==> config.mk <==
export PLATFORM = sky130hd
export DESIGN_NAME = pattern_sweep_gen
export DESIGN_NICKNAME = d
export VERILOG_FILES = /design/src/rtl/pattern_sweep_gen.sv
export SDC_FILE = /design/constraint.sdc
export NUM_CORES = 1
export LEC_CHECK = 0
export BUFFER_PORTS_ARGS = -buffer_cell sky130_fd_sc_hd__buf_2
export CORE_MARGIN = 8
export CORE_UTILIZATION = 30
export DETAILED_ROUTE_END_ITERATION = 8
export PLACE_DENSITY = 0.61
export SETUP_SLACK_MARGIN = 0.2
export SYNTH_ARGS = -nofsm -noshare
export SYNTH_HDL_FRONTEND = slang
export SYNTH_SLANG_ARGS = --single-unit
export TNS_END_PERCENT = 20
==> constraint.sdc <==
create_clock -name clk -period 1.9 [get_ports clk]
set_input_delay 0.19 -clock clk [delete_from_list [all_inputs] [get_ports clk]]
set_output_delay 0.19 -clock clk [all_outputs]
set_load 0.005 [all_outputs]
==> src/rtl/pattern_sweep_gen.sv <==
// Exhaustive stimulus generator for combinational lab DUTs: sweeps an N-bit
// pattern (binary/Gray/walking-one/walking-zero) and folds responses into a MISR.
module pattern_sweep_gen #(
    parameter int          N    = 4,
    parameter int          R    = 3,
    parameter int          HOLD = 4,
    parameter logic [R-1:0] POLY = 3'b011
) (
    input  logic          clk,
    input  logic          rst,
    input  logic          start,
    input  logic          abort,
    input  logic [1:0]    mode,
    input  logic          one_shot,
    input  logic [R-1:0]  resp,
    output logic [N-1:0]  pattern,
    output logic          pattern_valid,
    output logic          busy,
    output logic          done,
    output logic [R-1:0]  signature,
    output logic [15:0]   pat_count
);

    localparam int HW = (HOLD > 1) ? $clog2(HOLD) : 1;
    localparam logic [HW-1:0] HOLD_LAST = HW'(HOLD - 1);
    localparam logic [HW-1:0] HOLD_ONE  = HW'(1);
    localparam logic [N-1:0]  IDX_ONE   = N'(1'b1);
    localparam logic [N-1:0]  IDX_ALL   = {N{1'b1}};
    localparam logic [N-1:0]  IDX_WALK  = N'(N - 1);

    typedef enum logic [1:0] {
        ST_IDLE = 2'd0,
        ST_RUN  = 2'd1,
        ST_DONE = 2'd2
    } state_t;

    state_t         state_r, state_nx_s;
    logic [1:0]     mode_r;
    logic           one_shot_r;
    logic [N-1:0]   idx_r;
    logic [HW-1:0]  hold_r;
    logic [N-1:0]   pattern_r;
    logic [R-1:0]   signature_r;
    logic [15:0]    pat_count_r;
    logic           busy_r, done_r, valid_r;
    logic           start_sweep_s, sample_s, last_s;

    // Index-to-pattern mapping shared by sweep start and each pattern boundary.
    function automatic logic [N-1:0] map_pattern(input logic [1:0] m, input logic [N-1:0] i);
        logic [N-1:0] p;
        case (m)
            2'd0:    p = i;
            2'd1:    p = i ^ (i >> 1);
            2'd2:    p = IDX_ONE << i;
            2'd3:    p = ~(IDX_ONE << i);
            default: p = {N{1'b0}};
        endcase
        return p;
    endfunction

    // One MISR step: shift left, fold the tap mask on MSB carry-out, inject response.
    function automatic logic [R-1:0] misr_next(input logic [R-1:0] sig, input logic [R-1:0] din);
        logic [R-1:0] fb;
        if (sig[R-1]) begin
            fb = POLY;
        end else begin
            fb = {R{1'b0}};
        end
        return {sig[R-2:0], 1'b0} ^ fb ^ din;
    endfunction

    // Next-state decode; abort outranks start and sweep completion.
    always_comb begin
        state_nx_s    = state_r;
        start_sweep_s = 1'b0;
        sample_s      = 1'b0;
        if (mode_r[1]) begin
            last_s = (idx_r == IDX_WALK);
        end else begin
            last_s = (idx_r == IDX_ALL);
        end
        case (state_r)
            ST_IDLE, ST_DONE: begin
                if (abort) begin
                    state_nx_s = ST_IDLE;
                end else if (start) begin
                    state_nx_s    = ST_RUN;
                    start_sweep_s = 1'b1;
                end else begin
                    state_nx_s = state_r;
                end
            end
            ST_RUN: begin
                if (abort) begin
                    state_nx_s = ST_IDLE;
                end else if (hold_r == HOLD_LAST) begin
                    sample_s = 1'b1;
                    if (last_s && one_shot_r) begin
                        state_nx_s = ST_DONE;
                    end else begin
                        state_nx_s = ST_RUN;
                    end
                end else begin
                    state_nx_s = ST_RUN;
                end
            end
            default: state_nx_s = ST_IDLE;
        endcase
    end

    // State register, status flags and sweep datapath.
    always_ff @(posedge clk or posedge rst) begin
        if (rst) begin
            state_r     <= ST_IDLE;
            mode_r      <= 2'd0;
            one_shot_r  <= 1'b0;
            idx_r       <= {N{1'b0}};
            hold_r      <= {HW{1'b0}};
            pattern_r   <= {N{1'b0}};
            signature_r <= {R{1'b0}};
            pat_count_r <= 16'd0;
            busy_r      <= 1'b0;
            done_r      <= 1'b0;
            valid_r     <= 1'b0;
        end else begin
            state_r <= state_nx_s;
            busy_r  <= (state_nx_s == ST_RUN);
            valid_r <= (state_nx_s == ST_RUN);
            done_r  <= (state_nx_s == ST_DONE);
            if (start_sweep_s) begin
                mode_r      <= mode;
                one_shot_r  <= one_shot;
                idx_r       <= {N{1'b0}};
                hold_r      <= {HW{1'b0}};
                signature_r <= {R{1'b0}};
                pat_count_r <= 16'd0;
                pattern_r   <= map_pattern(mode, {N{1'b0}});
            end else if (sample_s) begin
                signature_r <= misr_next(signature_r, resp);
                pat_count_r <= pat_count_r + 16'd1;
                hold_r      <= {HW{1'b0}};
                if (last_s) begin
                    idx_r <= {N{1'b0}};
                    // A finished one-shot sweep keeps its final pattern on the bus.
                    if (!one_shot_r) begin
                        pattern_r <= map_pattern(mode_r, {N{1'b0}});
                    end
                end else begin
                    idx_r     <= idx_r + IDX_ONE;
                    pattern_r <= map_pattern(mode_r, idx_r + IDX_ONE);
                end
            end else if (state_r == ST_RUN && !abort) begin
                hold_r <= hold_r + HOLD_ONE;
            end
        end
    end

    assign pattern       = pattern_r;
    assign pattern_valid = valid_r;
    assign busy          = busy_r;
    assign done          = done_r;
    assign signature     = signature_r;
    assign pat_count     = pat_count_r;

endmodule
* Yosys cells after proc, flatten, opt, wreduce, memory -nomap -nowiden
Index checks and enable logic that the tools add are counted.
** Storage, ports and cells
- Input port bits :: 10
- Output and inout port bits :: 26
- Flip-flop bits (word level) :: 36
** Cells by class
- Eq/ne operators :: 14
- Shifts and indexed selects :: 1
- Bitwise gates (word level) :: 4
- $add $sub $neg :: 3
- Multiplexer cells :: 33
- Reduce and logical (&&, ||, !) cells :: 12
** Operators with widths (number)
- two-way mux 16 bit :: 2
- two-way mux 4 bit :: 7
- one-hot mux 4 bit (3 select lines) :: 2
- two-way mux 2 bit :: 9
- adder 16 x 1 -> 16 bit (second input constant) :: 1
- one-hot mux 4 bit (4 select lines) :: 1
- == test 2 bit (second input constant) :: 7
- two-way mux 3 bit :: 4
- == test 2 x 1 -> 1 bit (second input constant) :: 4
- two-way mux 1 bit :: 7
- logical NOT 2 bit :: 3
- OR reduction 2 bit :: 3
- bitwise XOR 3 bit :: 2
- adder 4 x 1 -> 4 bit (second input constant) :: 1
- == test 4 x 2 -> 1 bit (second input constant) :: 1
- == test 4 bit (second input constant) :: 1
- inverter 4 bit :: 1
- one-hot mux 2 bit (2 select lines) :: 1
- << shifter 1 x 4 -> 4 bit (first input constant) :: 1
- bitwise XOR 4 x 3 -> 4 bit :: 1
- inequality test 3 bit (second input constant) :: 1
- nonzero test 3 bit :: 1
- adder 2 x 1 -> 2 bit (second input constant) :: 1
- logical AND 1 bit :: 2
- 3 further kinds :: 3

* Depth between registers and ports, before layout
- Depth after elaboration :: 10
- Mapped depth :: 7
- Mapped depth without buffers :: 6

* Worst setup path after synthesis
OpenSTA, ideal clock, no wires.
- Kind :: reg2reg
- Start :: register idx_r[1]
- End :: register pattern_r[2], in the netlist pattern[2]
- Period minus slack after synthesis :: 1940 ps
- Arrival time :: 1814 ps
- Required time :: 1774 ps
- Cell stages (with the launch flop) :: 8
- Library setup time :: 126 ps
- Slack :: -40 ps
- Path through :: dfrtp_1 > ha_1 > buf_6 > or3_1 > a31oi_1 > xnor2_1 > a211oi_2 > a311o_1
** Between the ends
- Word-level cells in the longest chain between the ends :: 7
- Elaborated cells between the ends (all ways) :: 13
- Classes of those cells :: add/sub (1); eq/ne (3); shift (1); mux (5); bitwise (2); reduce/logical (1)
** Ends and longest elaborated chain
- from (decl) :: RTL line 40 : logic [N-1:0] idx_r;
- from (signal assigned) :: RTL line 117 : idx_r <= {N{1'b0}};
- from (signal assigned) :: RTL line 133 : idx_r <= {N{1'b0}};
- from (signal assigned) :: RTL line 143 : idx_r <= {N{1'b0}};
- adder 4 x 1 -> 4 bit :: RTL line 150 : pattern_r <= map_pattern(mode_r, idx_r + IDX_ONE);
- << shifter 1 x 4 -> 4 bit :: RTL line 54, 55
- inverter 4 bit :: RTL line 55 : 2'd3: p = ~(IDX_ONE << i);
- one-hot mux 4 bit (4 select lines) :: RTL line 51 : case (m)
- two-way mux 4 bit :: RTL line 142 : if (last_s) begin
- two-way mux 4 bit :: RTL line 138 : end else if (sample_s) begin
- two-way mux 4 bit :: RTL line 130 : if (start_sweep_s) begin
- to (signal assigned) :: RTL line 137 : pattern_r <= map_pattern(mode, {N{1'b0}});
- to (signal assigned) :: RTL line 146 : pattern_r <= map_pattern(mode_r, {N{1'b0}});
- to (signal assigned) :: RTL line 150
- to (decl) :: RTL line 42 : logic [N-1:0] pattern_r;
Parallel ways exist; a longest one is shown, timed or not. The select of a mux whose other input is x is not followed.
A chain may end at the register's enable or synchronous reset.

* Worst setup path after layout
- Start :: register idx_r[3]
- End :: register done_r, in the netlist done
** Between the ends
- Word-level cells in the longest chain between the ends :: 8
- Elaborated cells between the ends (all ways) :: 9
- Classes of those cells :: eq/ne (3); mux (5); reduce/logical (1)
** Ends and longest elaborated chain
- == test 4 bit / == test 4 x 2 -> 1 bit (equally long branches) :: RTL line 80, 78
- two-way mux 1 bit * :: RTL line 77 : if (mode_r[1]) begin
- logical AND 1 bit * :: RTL line 98 : if (last_s && one_shot_r) begin
- two-way mux 2 bit * :: RTL line 98
- two-way mux 2 bit * :: RTL line 96 : end else if (hold_r == HOLD_LAST) begin
- two-way mux 2 bit * :: RTL line 94 : if (abort) begin
- one-hot mux 2 bit (2 select lines) * :: RTL line 82 : case (state_r)
- == test 2 bit * :: RTL line 129 : done_r <= (state_nx_s == ST_DONE);
- to (signal assigned) :: RTL line 129
- to (decl) :: RTL line 45 : logic busy_r, done_r, valid_r;
Every way passes the cells marked *; elsewhere a longest branch is shown, timed or not.

==> flow_summary.html <==
<table>
<tr><th>Metric</th><th>Value</th></tr>
<tr><th colspan="2">Place</th></tr>
<tr><td>HPWL after DPL</td><td>3710 um</td></tr>
<tr><td>Global placer's final weighted congestion</td><td>0.839</td></tr>
<tr><td>Port Buffers</td><td>35</td></tr>
<tr><th colspan="2">Routing</th></tr>
<tr><td>Final wirelength</td><td>5260 um</td></tr>
<tr><td>Routed length per instance</td><td>14.9 um</td></tr>
<tr><td>Via Count</td><td>1839</td></tr>
<tr><td>Post-DR vias/cell</td><td>5.22</td></tr>
<tr><td>Iteration-0 DRC count of the detailed router</td><td>72</td></tr>
<tr><td>Number of remaining DRC errors</td><td>0</td></tr>
<tr><td>First-pass DRT Iterations</td><td>4</td></tr>
<tr><td>Antenna Violating Nets Remaining</td><td>0</td></tr>
<tr><th colspan="2">Status</th></tr>
<tr><td>Violations in the final reports</td><td>hold timing</td></tr>
<tr><td>Run status</td><td>finished, violations left</td></tr>
<tr><th colspan="2">STA</th></tr>
<tr><td>Pins over their slew limit</td><td>0</td></tr>
<tr><td>Time the final worst path needs with I/O delays and setup</td><td>1.72 ns</td></tr>
<tr><td>Worst Max-Slew Pin Slew</td><td>0.460 ns</td></tr>
<tr><td>Setup TNS Final</td><td>0 ns</td></tr>
<tr><td>Final Skew</td><td>0.00337 ns</td></tr>
<tr><td>Worst max-slew margin expressed relative to the limit</td><td>69.3%</td></tr>
<tr><td>Count of final hold-check violations</td><td>25</td></tr>
<tr><td>RSZ-0062 raised after global routing</td><td>yes</td></tr>
<tr><td>Final worst hold slack</td><td>-0.0163 ns</td></tr>
<tr><td>Highest clock frequency the design can meet</td><td>581 MHz</td></tr>
<tr><td>Final cycle utilization of the critical path</td><td>90.6%</td></tr>
<tr><td>Number of endpoints failing setup at the final stage</td><td>0</td></tr>
<tr><th colspan="2">Synth</th></tr>
<tr><td>Netlist cell types</td><td>51</td></tr>
<tr><td>Syn Nets</td><td>237</td></tr>
<tr><td>Cell accounting for the most synthesized area</td><td>dfrtp_1</td></tr>
<tr><td>Number of warnings issued by yosys</td><td>0</td></tr>
<tr><td>Netlist area before placement</td><td>2090 um^2</td></tr>
<tr><td>Flip-flop and latch count after synthesis</td><td>36</td></tr>
<tr><td>EDFF count, synth</td><td>0</td></tr>
<tr><td>Area contributors post-synth</td><td>dfrtp_1 43%, nand2_1 6.3%, xor2_1 4.2%</td></tr>
<tr><td>Average size of a mapped cell</td><td>9.34 um^2</td></tr>
<tr><td>Share of synthesized registers carrying an async set or reset</td><td>100%</td></tr>
<tr><td>Commonest register cell after synthesis</td><td>dfrtp_1</td></tr>
<tr><td>Post-synthesis instance total</td><td>224</td></tr>
<tr><td>Yosys top cell area share</td><td>43.1%</td></tr>
<tr><td>Portion of the post-synthesis area used by sequential elements</td><td>43.1%</td></tr>
<tr><th colspan="2">Clock network</th></tr>
<tr><td>Source-to-sink clock delay at the later pin of the worst-skew pair</td><td>0.29 ns</td></tr>
<tr><td>Clk slew on worst S/H paths</td><td>0.07 ns</td></tr>
<tr><td>Number of buffers between clock root and the deepest sink</td><td>2</td></tr>
<tr><td>Clock Sink Count</td><td>36</td></tr>
<tr><td>Number of H-tree levels</td><td>2</td></tr>
<tr><td>Hold-fix buffer count after cts</td><td>0</td></tr>
<tr><td>TritonCTS Buffers</td><td>5</td></tr>
<tr><td>Root Buffer Master</td><td>clkbuf_8</td></tr>
<tr><td>TritonCTS clock tree</td><td>yes</td></tr>
<tr><th colspan="2">Finish</th></tr>
<tr><td>Share of final-layout standard cells stronger than drive strength 1</td><td>30.5%</td></tr>
<tr><td>Number of inserted diodes</td><td>0</td></tr>
<tr><td>Area added between synthesis and finish</td><td>23.2%</td></tr>
<tr><td>Final design utilization</td><td>38.1%</td></tr>
<tr><td>Area taken by multi-input logic gates</td><td>1150 um^2</td></tr>
<tr><td>Leading cell types in the layout, fill and taps excluded</td><td>35 x nand2_1, 35 x buf_2, 30 x dfrtp_1, 16 x nor2_1, 16 x o21ai_0</td></tr>
<tr><td>Number of nets in the final layout</td><td>284</td></tr>
<tr><td>Sequential Area</td><td>908 um^2</td></tr>
<tr><td>FILL cells</td><td>701</td></tr>
<tr><th colspan="2">Critical path</th></tr>
<tr><td>Critical Path Fanout Max</td><td>10</td></tr>
<tr><td>Type of destination of the critical path</td><td>flip-flop</td></tr>
<tr><td>Kind of launch point of the worst setup path</td><td>flip-flop</td></tr>
<tr><td>Setup Crit Path Kind</td><td>flip-flop to flip-flop</td></tr>
<tr><td>Data required time of the critical path</td><td>2.12 ns</td></tr>
<tr><td>WP data arrival</td><td>1.94 ns</td></tr>
<tr><th colspan="2">Floorplanning</th></tr>
<tr><td>Area of the core region</td><td>6760 um^2</td></tr>
<tr><td>Width of the die</td><td>99.5 um</td></tr>
<tr><td>Number of top-level pins</td><td>36</td></tr>
<tr><td>Std-Cell Rows</td><td>30</td></tr>
<tr><td>Vertical extent of the die</td><td>99.5 um</td></tr>
<tr><td>Initial standard-cell utilization of the core</td><td>31.0%</td></tr>
<tr><td>Area enclosed by the die boundary</td><td>9900 um^2</td></tr>
<tr><th colspan="2">Pwr</th></tr>
<tr><td>Pwr/cell area</td><td>715 nW/um^2</td></tr>
<tr><td>Worst vdd ir</td><td>0.246 mV</td></tr>
<tr><td>Leakage</td><td>1.19 nW</td></tr>
<tr><td>Final total power</td><td>1.84 mW</td></tr>
<tr><th colspan="2">GRT</th></tr>
<tr><td>Global router's overall resource usage</td><td>11.1%</td></tr>
<tr><td>Pin count of the biggest net entering global routing</td><td>37</td></tr>
<tr><td>Initial antenna violation count</td><td>0</td></tr>
<tr><td>Wire length of the first global-routing pass</td><td>8950 um</td></tr>
<tr><td>Vias in the first global route</td><td>1884</td></tr>
<tr><td>Remaining global-route overflow</td><td>0</td></tr>
<tr><th colspan="2">Worst hold path</th></tr>
<tr><td>Type of the most critical hold path</td><td>input pin to async pin</td></tr>
<tr><th colspan="2">Run</th></tr>
<tr><td>Count of max-cap constraint violations</td><td>0</td></tr>
</table>
kinds of logic after synthesis:
kind of cell	synth area share (%)
AND/OR/NAND/NOR	25.1
AO/OA/AOI/OAI	17.3
flip-flops	43.1
XOR/XNOR	7.48
buffers and inverters	4.66
adder cells (fa/ha/maj)	1.79
multiplexers	0.538
worst max-delay path, stage by stage (launching register included):
cell	delay, ns
dfrtp_2	0.48
nor3b_2	0.27
o21a_4	0.20
nand3_1	0.12
or3b_1	0.41
a21oi_1	0.16
final cells by class:
class | instances | area share [%]
clock buffer | 7 | 3.35
multi-input combinational | 172 | 44.7
tap | 80 | 3.88
timing repair buffer | 52 | 11.9
clock inverter | 1 | 0.291
inverter | 4 | 0.583
sequential | 36 | 35.2
sequential cells by signal, summed over array words and instances (netlist names):
signal	flops
mode_r	2
hold_r	2
state_r	2
pattern	4
signature	3
done	1
one_shot_r	1
idx_r	4
pattern_valid	1
pat_count	16
where the power goes:
group          switching, mW  internal, mW  leakage, nW  total, mW
sequential            0.0757         0.838        0.476      0.913
clock                  0.278         0.295       0.0445      0.572
combinational          0.188         0.170        0.667      0.357
total                  0.541          1.30         1.19       1.84
metrics by stage:
step                      instance area [um^2]  std cells  setup WS [ns]
final                                     2580        352          0.178
after global routing                      2580        352          0.115
after CTS                                 2510        349          0.160
after detailed placement                  2380        338          0.139
after global placement                    2380        338          0.157
after floorplan                           2110        224         0.0641
Yosys cell counts (4+ instances only):
cell type	number
a21oi_1	8
dfrtp_1	36
inv_1	4
nand2_1	35
nand3_1	11
nor2_1	17
o21ai_0	17
or3_1	4
xnor2_1	6
xor2_1	10
worst paths after layout:
kind | start | end | slack [ns] | cells after the start
max | idx_r[3] | done | 0.18 | 5
min | rst | pat_count[4] | -0.02 | 3
max reg2reg | idx_r[3] | done | 0.18 | 5
min reg2reg | pattern[3] | pattern[3] | 0.52 | 1
max in group asynchronous | rst | idx_r[2] | 1.56 | 3
min in group clk | one_shot | one_shot_r | 0.10 | 3
routing by layer:
| metal | GRT usage [%] | vias to the layer above | share of wire (%) |
|---|---|---|---|
| met1 | 13.8 | 877 | 45 |
| met5 | 0 | - | 0 |
| met2 | 17.9 | 57 | 49 |
| met3 | 3.00 | 10 | 4.3 |
| li1 | - | 895 | - |
| met4 | 3.73 | 0 | 1.5 |
timing repair:
action | in CTS | in global routing
setup buffers | 3 | 3
setup endpoints to repair | 10 | 12
pin swaps | 5 | 9
gates resized for setup | 5 | 13
Note: power is estimated with default switching activity, not from simulation.
